File: src/rtl/elevator_nfloor_ctrl.sv
// N-floor elevator controller: latches per-floor calls and sweeps in the last travel
// direction before reversing. It holds the door open on a stop, on a door-hold and on re-calls.
module elevator_nfloor_ctrl #(
    parameter int NUM_FLOORS    = 4,
    parameter int TRAVEL_CYCLES = 8,
    parameter int DOOR_CYCLES   = 4,
    localparam int FLOOR_W      = (NUM_FLOORS > 2) ? $clog2(NUM_FLOORS) : 1
) (
    input  logic                  clk,
    input  logic                  reset,
    input  logic [NUM_FLOORS-1:0] call_req,
    input  logic                  hold,
    output logic [FLOOR_W-1:0]    current_floor,
    output logic [NUM_FLOORS-1:0] floor_onehot,
    output logic                  moving_up,
    output logic                  moving_down,
    output logic                  door_open,
    output logic [NUM_FLOORS-1:0] pending
);

    localparam int TCNT_W = (TRAVEL_CYCLES > 1) ? $clog2(TRAVEL_CYCLES) : 1;
    localparam int DCNT_W = (DOOR_CYCLES > 1) ? $clog2(DOOR_CYCLES) : 1;
    localparam logic [TCNT_W-1:0] TRAVEL_LOAD = TCNT_W'(TRAVEL_CYCLES - 1);
    localparam logic [DCNT_W-1:0] DOOR_LOAD   = DCNT_W'(DOOR_CYCLES - 1);

    typedef enum logic [1:0] {
        IDLE,
        MOVE_UP,
        MOVE_DOWN,
        DOOR_OPEN
    } state_t;

    state_t                  state, state_nxt;
    logic [FLOOR_W-1:0]      floor_nxt;
    logic [FLOOR_W-1:0]      floor_up;
    logic [FLOOR_W-1:0]      floor_dn;
    logic [NUM_FLOORS-1:0]   pend_or;
    logic [NUM_FLOORS-1:0]   clear_mask;
    logic [NUM_FLOORS-1:0]   pending_nxt;
    logic                    dir_up, dir_nxt;
    logic [TCNT_W-1:0]       tcnt, tcnt_nxt;
    logic [DCNT_W-1:0]       dcnt, dcnt_nxt;

    function automatic logic any_above(input logic [NUM_FLOORS-1:0] v,
                                       input logic [FLOOR_W-1:0]    f);
        logic r;
        r = 1'b0;
        for (int i = 0; i < NUM_FLOORS; i++) begin
            if ((i > int'(f)) && v[i]) r = 1'b1;
        end
        return r;
    endfunction

    function automatic logic any_below(input logic [NUM_FLOORS-1:0] v,
                                       input logic [FLOOR_W-1:0]    f);
        logic r;
        r = 1'b0;
        for (int i = 0; i < NUM_FLOORS; i++) begin
            if ((i < int'(f)) && v[i]) r = 1'b1;
        end
        return r;
    endfunction

    always_ff @(posedge clk or posedge reset) begin
        if (reset) state <= IDLE;
        else       state <= state_nxt;
    end

    // Arrival decisions look at calls raised this very cycle too, so a call made
    // exactly as the car reaches a floor still stops it there.
    always_comb begin
        state_nxt  = state;
        floor_nxt  = current_floor;
        dir_nxt    = dir_up;
        tcnt_nxt   = tcnt;
        dcnt_nxt   = dcnt;
        clear_mask = '0;
        pend_or    = pending | call_req;
        floor_up   = current_floor + FLOOR_W'(1);
        floor_dn   = current_floor - FLOOR_W'(1);

        case (state)
            IDLE: begin
                if (pending[current_floor]) begin
                    state_nxt                 = DOOR_OPEN;
                    dcnt_nxt                  = DOOR_LOAD;
                    clear_mask[current_floor] = 1'b1;
                end else if (any_above(pending, current_floor) &&
                             (dir_up || !any_below(pending, current_floor))) begin
                    state_nxt = MOVE_UP;
                    dir_nxt   = 1'b1;
                    tcnt_nxt  = TRAVEL_LOAD;
                end else if (any_below(pending, current_floor)) begin
                    state_nxt = MOVE_DOWN;
                    dir_nxt   = 1'b0;
                    tcnt_nxt  = TRAVEL_LOAD;
                end
            end
            MOVE_UP: begin
                if (tcnt != '0) begin
                    tcnt_nxt = tcnt - TCNT_W'(1);
                end else begin
                    floor_nxt = floor_up;
                    tcnt_nxt  = TRAVEL_LOAD;
                    if (pend_or[floor_up]) begin
                        state_nxt            = DOOR_OPEN;
                        dcnt_nxt             = DOOR_LOAD;
                        clear_mask[floor_up] = 1'b1;
                    end else if (!any_above(pend_or, floor_up)) begin
                        state_nxt = IDLE;
                    end
                end
            end
            MOVE_DOWN: begin
                if (tcnt != '0) begin
                    tcnt_nxt = tcnt - TCNT_W'(1);
                end else begin
                    floor_nxt = floor_dn;
                    tcnt_nxt  = TRAVEL_LOAD;
                    if (pend_or[floor_dn]) begin
                        state_nxt            = DOOR_OPEN;
                        dcnt_nxt             = DOOR_LOAD;
                        clear_mask[floor_dn] = 1'b1;
                    end else if (!any_below(pend_or, floor_dn)) begin
                        state_nxt = IDLE;
                    end
                end
            end
            DOOR_OPEN: begin
                clear_mask[current_floor] = 1'b1;
                if (call_req[current_floor] || hold) begin
                    dcnt_nxt = DOOR_LOAD;
                end else if (dcnt == '0) begin
                    state_nxt = IDLE;
                end else begin
                    dcnt_nxt = dcnt - DCNT_W'(1);
                end
            end
            default: state_nxt = IDLE;
        endcase

        pending_nxt = pend_or & ~clear_mask;
    end

    always_ff @(posedge clk or posedge reset) begin
        if (reset) begin
            current_floor <= '0;
            pending       <= '0;
            dir_up        <= 1'b1;
            tcnt          <= TRAVEL_LOAD;
            dcnt          <= DOOR_LOAD;
        end else begin
            current_floor <= floor_nxt;
            pending       <= pending_nxt;
            dir_up        <= dir_nxt;
            tcnt          <= tcnt_nxt;
            dcnt          <= dcnt_nxt;
        end
    end

    always_comb begin
        for (int i = 0; i < NUM_FLOORS; i++) begin
            floor_onehot[i] = (int'(current_floor) == i);
        end
    end

    assign moving_up   = (state == MOVE_UP);
    assign moving_down = (state == MOVE_DOWN);
    assign door_open   = (state == DOOR_OPEN);

endmodule

File: config.mk
export PLATFORM = sky130hd
export DESIGN_NAME = elevator_nfloor_ctrl
export DESIGN_NICKNAME = d
export VERILOG_FILES = /design/src/rtl/elevator_nfloor_ctrl.sv
export SDC_FILE = /design/constraint.sdc
export NUM_CORES = 1
export LEC_CHECK = 0
export ABC_CLOCK_PERIOD_IN_PS = 3600
export CORE_UTILIZATION = 50
export DETAILED_ROUTE_END_ITERATION = 7
export PLACE_DENSITY = 0.77
export REMOVE_ABC_BUFFERS = 1
export SLEW_MARGIN = 20
export SYNTH_ARGS = -nofsm -noshare
export SYNTH_HDL_FRONTEND = slang
export SYNTH_SLANG_ARGS = --single-unit
File: constraint.sdc
create_clock -name clk -period 3.6 [get_ports clk]
set_input_delay 0.72 -clock clk [delete_from_list [all_inputs] [get_ports clk]]
set_output_delay 0.72 -clock clk [all_outputs]
set_load 0.02 [all_outputs]
==> results of run 1 <==
==> layout make-up <==
type                       count  area, um2  area share, %
sequential                    14        358           22.2
timing repair buffer          19        190           11.8
multi-input combinational    112        925           57.4
clock buffer                   4       36.3           2.25
inverter                      17       63.8           3.96
tap                           30       37.5           2.33
==> cell families after synthesis <==
| family | count (synthesis) | synth area share, % |
|---|---|---|
| compound gates | 39 | 23.3 |
| xor+xnor | 1 | 0.642 |
| fa+ha+maj | 16 | 14.7 |
| buf+inv | 19 | 6.05 |
| flops | 14 | 26.2 |
| mux | 12 | 12.6 |
| simple gates | 44 | 16.5 |
==> metrics by stage <==
step | hold slack (ps) | utilization (%) | area, um2 | instances
after floorplan | 484 | - | 1350 | 143
after global placement | 504 | 62.4 | 1570 | 192
after detailed placement | 512 | 62.4 | 1570 | 192
after CTS | 527 | 63.8 | 1610 | 196
after global routing | 542 | 63.8 | 1610 | 196
final | 525 | 63.8 | 1610 | 196
==> layer usage <==
layer  GRT usage [%]  wire length (um)  up-vias
met2            45.7              1700       53
met3            7.78               209       14
li1                -                 -      582
met4            13.2                96        0
met5               0                 0        -
met1            33.4              1470      594
==> cell usage after synthesis, types with 2 or more instances <==
cell type / n / area share, %
ha_1: 16 / 15
nor3_1: 4 / 1.5
o31ai_1: 2 / 1.1
mux4_2: 2 / 3.3
nand3_1: 3 / 1.1
nor2b_1: 3 / 1.4
dfrtp_1: 8 / 15
o221ai_1: 3 / 1.9
a21oi_1: 4 / 1.5
nor3b_1: 3 / 1.6
a221oi_1: 7 / 4.5
mux2_2: 5 / 4.1
nand2_1: 10 / 2.8
a211oi_1: 3 / 1.6
o21a_1: 2 / 1.1
dfstp_2: 6 / 12
or2_2: 2 / 0.92
a22o_1: 3 / 1.9
o21ai_0: 2 / 0.73
nor2_1: 11 / 3.0
mux2i_1: 3 / 2.2
o21ba_2: 2 / 1.5
inv_1: 17 / 4.7
==> worst max-delay path: cells and delay by family, from the launching register on <==
family                     cells  cell delay [ps]
buffers and inverters          2              820
DFF                            1              750
adders and majority gates      1              350
==> power breakdown <==
group / switching (mW) / internal, mW
clock network: 0.0626 / 0.0617
registers: 0.119 / 0.234
logic: 0.613 / 0.526
total: 0.795 / 0.822
==> final timing paths <==
| kind | end | cells past startpoint | slack [ps] | from |
|---|---|---|---|---|
| worst max-delay path | floor_onehot[0] | 3 | 650 | current_floor[0]$_DFFE_PP0P_ |
| worst min-delay path | dir_up$_DFFE_PP1P_ | 2 | 520 | dir_up$_DFFE_PP1P_ |
| worst max register to register | pending[2]$_DFF_PP0_ | 7 | 770 | current_floor[0]$_DFFE_PP0P_ |
| worst min register to register | dir_up$_DFFE_PP1P_ | 2 | 520 | dir_up$_DFFE_PP1P_ |
| max in group asynchronous | dcnt[1]$_DFFE_PP1P_ | 2 | 2460 | reset |
| min in group asynchronous | pending[1]$_DFF_PP0_ | 2 | 750 | reset |
==> sequential cells by signal (all words and copies together) (netlist names) <==
| signal | cells |
|---|---|
| pending | 4 |
| tcnt | 3 |
| state | 2 |
| current_floor | 2 |
| dcnt | 2 |
| dir_up | 1 |
==> results.toml, run 1 <==
[clock_network]
cts_tree = "yes"
htree_levels = 1
cts_made_buffers = 3
holdBufCountCts = 0
postCtsSetupRepairBufs = 0
cts.reportedPaths.clkPinSlew_ps = 110
clockRootBuffer = "clkbuf_4"
clk_path_buf_depth = 2
clk_latency_ps = 300
cts.sinks = 14
ctsResizeCount = 0

[cells_and_area]
nets = 190
mostFrequentLayoutCells = "clkdlybuf4s50_1 (19), inv_1 (17), ha_1 (16)"
syn_to_final_growth_pct = 18.0
layout_commonest_cell = "clkdlybuf4s50_1"
diodes = 0
nFillCells = 233
drive_gt1_share_pct = 15.7

[route]
detail_route.wl_per_cell_um = 17.7
wl_um = 3470
drt_iter0_markers = 32
final_antenna_net_count = 0
vias = 1243
via_per_inst = 6.34
dr.pass1.iters = 4
route.detailed.drc = 0

[logic_synthesis]
synth_edf_count = 0
synthFlopType = "dfrtp_1"
yosysSeqAreaShare_pct = 26.2
synth_area_mm2 = 0.00137
synth-async-reset-ratio_pct = 100
syn_inst = 145
post_synth.cell_area_avg_um2 = 9.41
yosysWarningCount = 0
ys_ff_latch = 14
ys_types = 47

[sta]
finalCriticalPeriod_ps = 2950
fmaxAchievable_mhz = 339
timing.final.ws_setup_ps = 652
rsz0062_at_grt = "no"
slew_viol_final = 0
period_share_pct = 81.9
fin_skew_ps = 14.5
worst_pin_slew_ps = 769
setup_violations = 0
hold_violations = 0
slew_headroom_pct = 48.8
tns_ps = 0

[place]
place_congestion = 0.877
place_ws_ps = 818
place_hpwl_um = 2670
portBuffers = 19

[die]
rows = 18
start_util_pct = 54.1
coreArea_mm2 = 0.00252
ios = 20
die_x_um = 54.3
chipHeight_um = 54.3
die_area_mm2 = 0.00294

[global_routing]
grt_max_degree = 16
antenna_found_initial = 0
grt_pass1_vias = 1239
grt_pass1_wl_um = 5730
grt-ovfl-total = 0
grt_usage_pct = 27.9

[power]
total_power_mw = 1.62
power.density_mw_per_mm2 = 1000
power.leakage_nw = 0.692
ir_worst_vdd_v = 0.000624

[job]
maxCapViolations = 0

[worst_setup_path]
critPathKind = "flip-flop to primary output"
cp-end-kind = "primary output"
critPathSlowestCell = "dfrtp_1"
max_stage_delay_ps = 750
start_kind = "flip-flop"
crit_required_ps = 2880
crit_arrival_ps = 2230
critical_path.max_fanout = 15
crit_chain = "inv_1, ha_1, clkdlybuf4s50_1"

[status]
status = "finished clean"

[worst_hold_path]
hp-class = "flip-flop to flip-flop"
Power figures use the tool's default switching activity.
==> inputs of run 2 (changes only) <==
--- a/config.mk
+++ b/config.mk
@@ -5,10 +5,10 @@
 export SDC_FILE = /design/constraint.sdc
 export NUM_CORES = 1
 export LEC_CHECK = 0
-export ABC_CLOCK_PERIOD_IN_PS = 3600
-export CORE_UTILIZATION = 50
+export ABC_CLOCK_PERIOD_IN_PS = 2660
+export CORE_UTILIZATION = 49
 export DETAILED_ROUTE_END_ITERATION = 7
-export PLACE_DENSITY = 0.77
+export PLACE_DENSITY = 0.79
 export REMOVE_ABC_BUFFERS = 1
 export SLEW_MARGIN = 20
 export SYNTH_ARGS = -nofsm -noshare
==> constraint.sdc (replaced) <==
create_clock -name clk -period 2.66 [get_ports clk]
set_input_delay 0.532 -clock clk [delete_from_list [all_inputs] [get_ports clk]]
set_output_delay 0.532 -clock clk [all_outputs]
set_load 0.02 [all_outputs]
==> run 2 against run 1 <==
Effect of this change:
- final area grew 1.9%
- clock skew shrank 11 ps
- critical path depth is the same
- sequential share of layout area shrank 0.41 points
- non-clock buffer count grew 4
- utilization grew 0.61 points
- register-to-register slack lost 490 ps
==> results.toml, run 2 (synthesis gave the netlist of run 1 again) <==
[status]
status = "finished clean"

[sta]
fin_skew_ps = 3.40
slew_headroom_pct = 61.0
period_share_pct = 90.8
timing.final.ws_setup_ps = 245
fmaxAchievable_mhz = 414
slew_viol_final = 0
setup_violations = 0
rsz0062_at_grt = "no"
worst_pin_slew_ps = 584
hold_violations = 0
finalCriticalPeriod_ps = 2410
finalHoldWorstSlack_ps = 520
tns_ps = 0

[power]
sw_frac_of_total_pct = 48.0
p_sw_mw = 1.07
power.leakage_nw = 0.712
ir_worst_vdd_v = 0.00110
pwr-share-clk_pct = 7.0
power.density_mw_per_mm2 = 1360
share_seq_of_total_power_pct = 19.4
p_int_mw = 1.16
comb_power_share_pct = 73.6

[die]
rows = 18
coreArea_mm2 = 0.00254
start_util_pct = 53.6
chipHeight_um = 54.8
die_area_mm2 = 0.00300
ios = 20
die_x_um = 54.8

[worst_setup_path]
crit_family = "buffers and inverters"
crit_required_ps = 2130
start_kind = "flip-flop"
rrSetupSlack_ps = 280
reg2reg_depth = 7
r2r_start = "current_floor[0]$_DFFE_PP0P_"
crit_arrival_ps = 1880
critPathSlowestCell = "clkdlybuf4s50_1"
r2r_end = "pending[1]$_DFF_PP0_"
critPathKind = "flip-flop to primary output"
max_stage_delay_ps = 650
startpoint = "current_floor[0]$_DFFE_PP0P_"
worstSetupEndpoint = "floor_onehot[0]"
critical_path.max_fanout = 5
path_buf_inv = 2
crit_chain = "inv_1, ha_1, clkdlybuf4s50_1"
cp-end-kind = "primary output"
cp.depth = 3

[job]
maxCapViolations = 0

[place]
place_hpwl_um = 2770
portBuffers = 19
place_congestion = 0.938
dpl_cell_area_mm2 = 0.00160
place_ws_ps = 44.9

[cells_and_area]
diodes = 0
largest-register = "pending"
largest_registers = "pending x4, tcnt x3"
nFillCells = 212
nets = 194
largest_reg_flops = 4
drive_gt1_share_pct = 17.6
syn_to_final_growth_pct = 20.2
mostFrequentLayoutCells = "clkdlybuf4s50_1 (19), inv_1 (17), ha_1 (16)"
design_area_mm2 = 0.00164
layout_commonest_cell = "clkdlybuf4s50_1"
fin_util_pct = 64.5

[global_routing]
grt_pass1_wl_um = 5640
grt-ovfl-total = 0
antenna_found_initial = 0
grt_max_degree = 15
grt_pass1_vias = 1198
grt_usage_pct = 27.2

[route]
final_antenna_net_count = 0
dr.pass1.iters = 4
wl_um = 3490
detail_route.wl_per_cell_um = 17.4
via_per_inst = 6.25
vias = 1250
drt_iter0_markers = 59
route.detailed.drc = 0

[clock_network]
clockRootBuffer = "clkbuf_4"
cts_made_buffers = 3
holdBufCountCts = 0
postCtsSetupRepairBufs = 0
cts.reportedPaths.clkPinSlew_ps = 90
cts.sinks = 14
htree_levels = 1
ctsResizeCount = 0
clk_path_buf_depth = 2
clk_latency_ps = 280
cts_tree = "yes"

[worst_hold_path]
hp-class = "flip-flop to flip-flop"
-- run 2: metrics by stage --
stage,cells,total power [mW]
detailed placement,196,2.05
CTS,200,2.22
finish,200,2.23
floorplan,143,1.53
global placement,196,2.00
global route,200,2.40
-- run 2: routing by layer --
| layer | vias to the layer above | wire (um) | GRT usage, % | part of all wire (%) |
|---|---|---|---|---|
| met1 | 601 | 1470 | 34.1 | 42 |
| li1 | 589 | - | - | - |
| met5 | - | 0 | 0 | 0 |
| met3 | 4 | 271 | 8.06 | 7.8 |
| met2 | 56 | 1720 | 45.6 | 49 |
| met4 | 0 | 27 | 5.98 | 0.77 |
-- run 2: how the worst min path moves through the flow --
stage | start | end | slack, ps | cells past startpoint
2_1_floorplan | reset | current_floor[0]$_DFFE_PP0P_ | 420 | 1
3_3_place_gp | dir_up$_DFFE_PP1P_ | dir_up$_DFFE_PP1P_ | 500 | 2
3_5_place_dp | tcnt[2]$_DFFE_PP1P_ | tcnt[2]$_DFFE_PP1P_ | 510 | 1
4_1_cts | tcnt[2]$_DFFE_PP1P_ | tcnt[2]$_DFFE_PP1P_ | 520 | 1
5_1_grt | tcnt[2]$_DFFE_PP1P_ | tcnt[2]$_DFFE_PP1P_ | 530 | 1
6_report | tcnt[2]$_DFFE_PP1P_ | tcnt[2]$_DFFE_PP1P_ | 520 | 1
-- run 2: layout make-up --
class / instances / area [um2] / share of cell area (%)
inverter: 17 / 63.8 / 3.89
timing repair buffer: 23 / 220 / 13.4
tap: 30 / 37.5 / 2.29
sequential: 14 / 358 / 21.8
clock buffer: 4 / 36.3 / 2.21
multi-input combinational: 112 / 925 / 56.4
-- run 2: power by group through the flow --
stage / clock [mW] / sequential [mW] / combinational, mW
3_5_place_dp: 0 / 0.434 / 1.61
4_1_cts: 0.162 / 0.431 / 1.62
6_report: 0.156 / 0.432 / 1.64
5_1_grt: 0.170 / 0.447 / 1.78
2_1_floorplan: 0 / 0.480 / 1.05
3_3_place_gp: 0 / 0.425 / 1.58
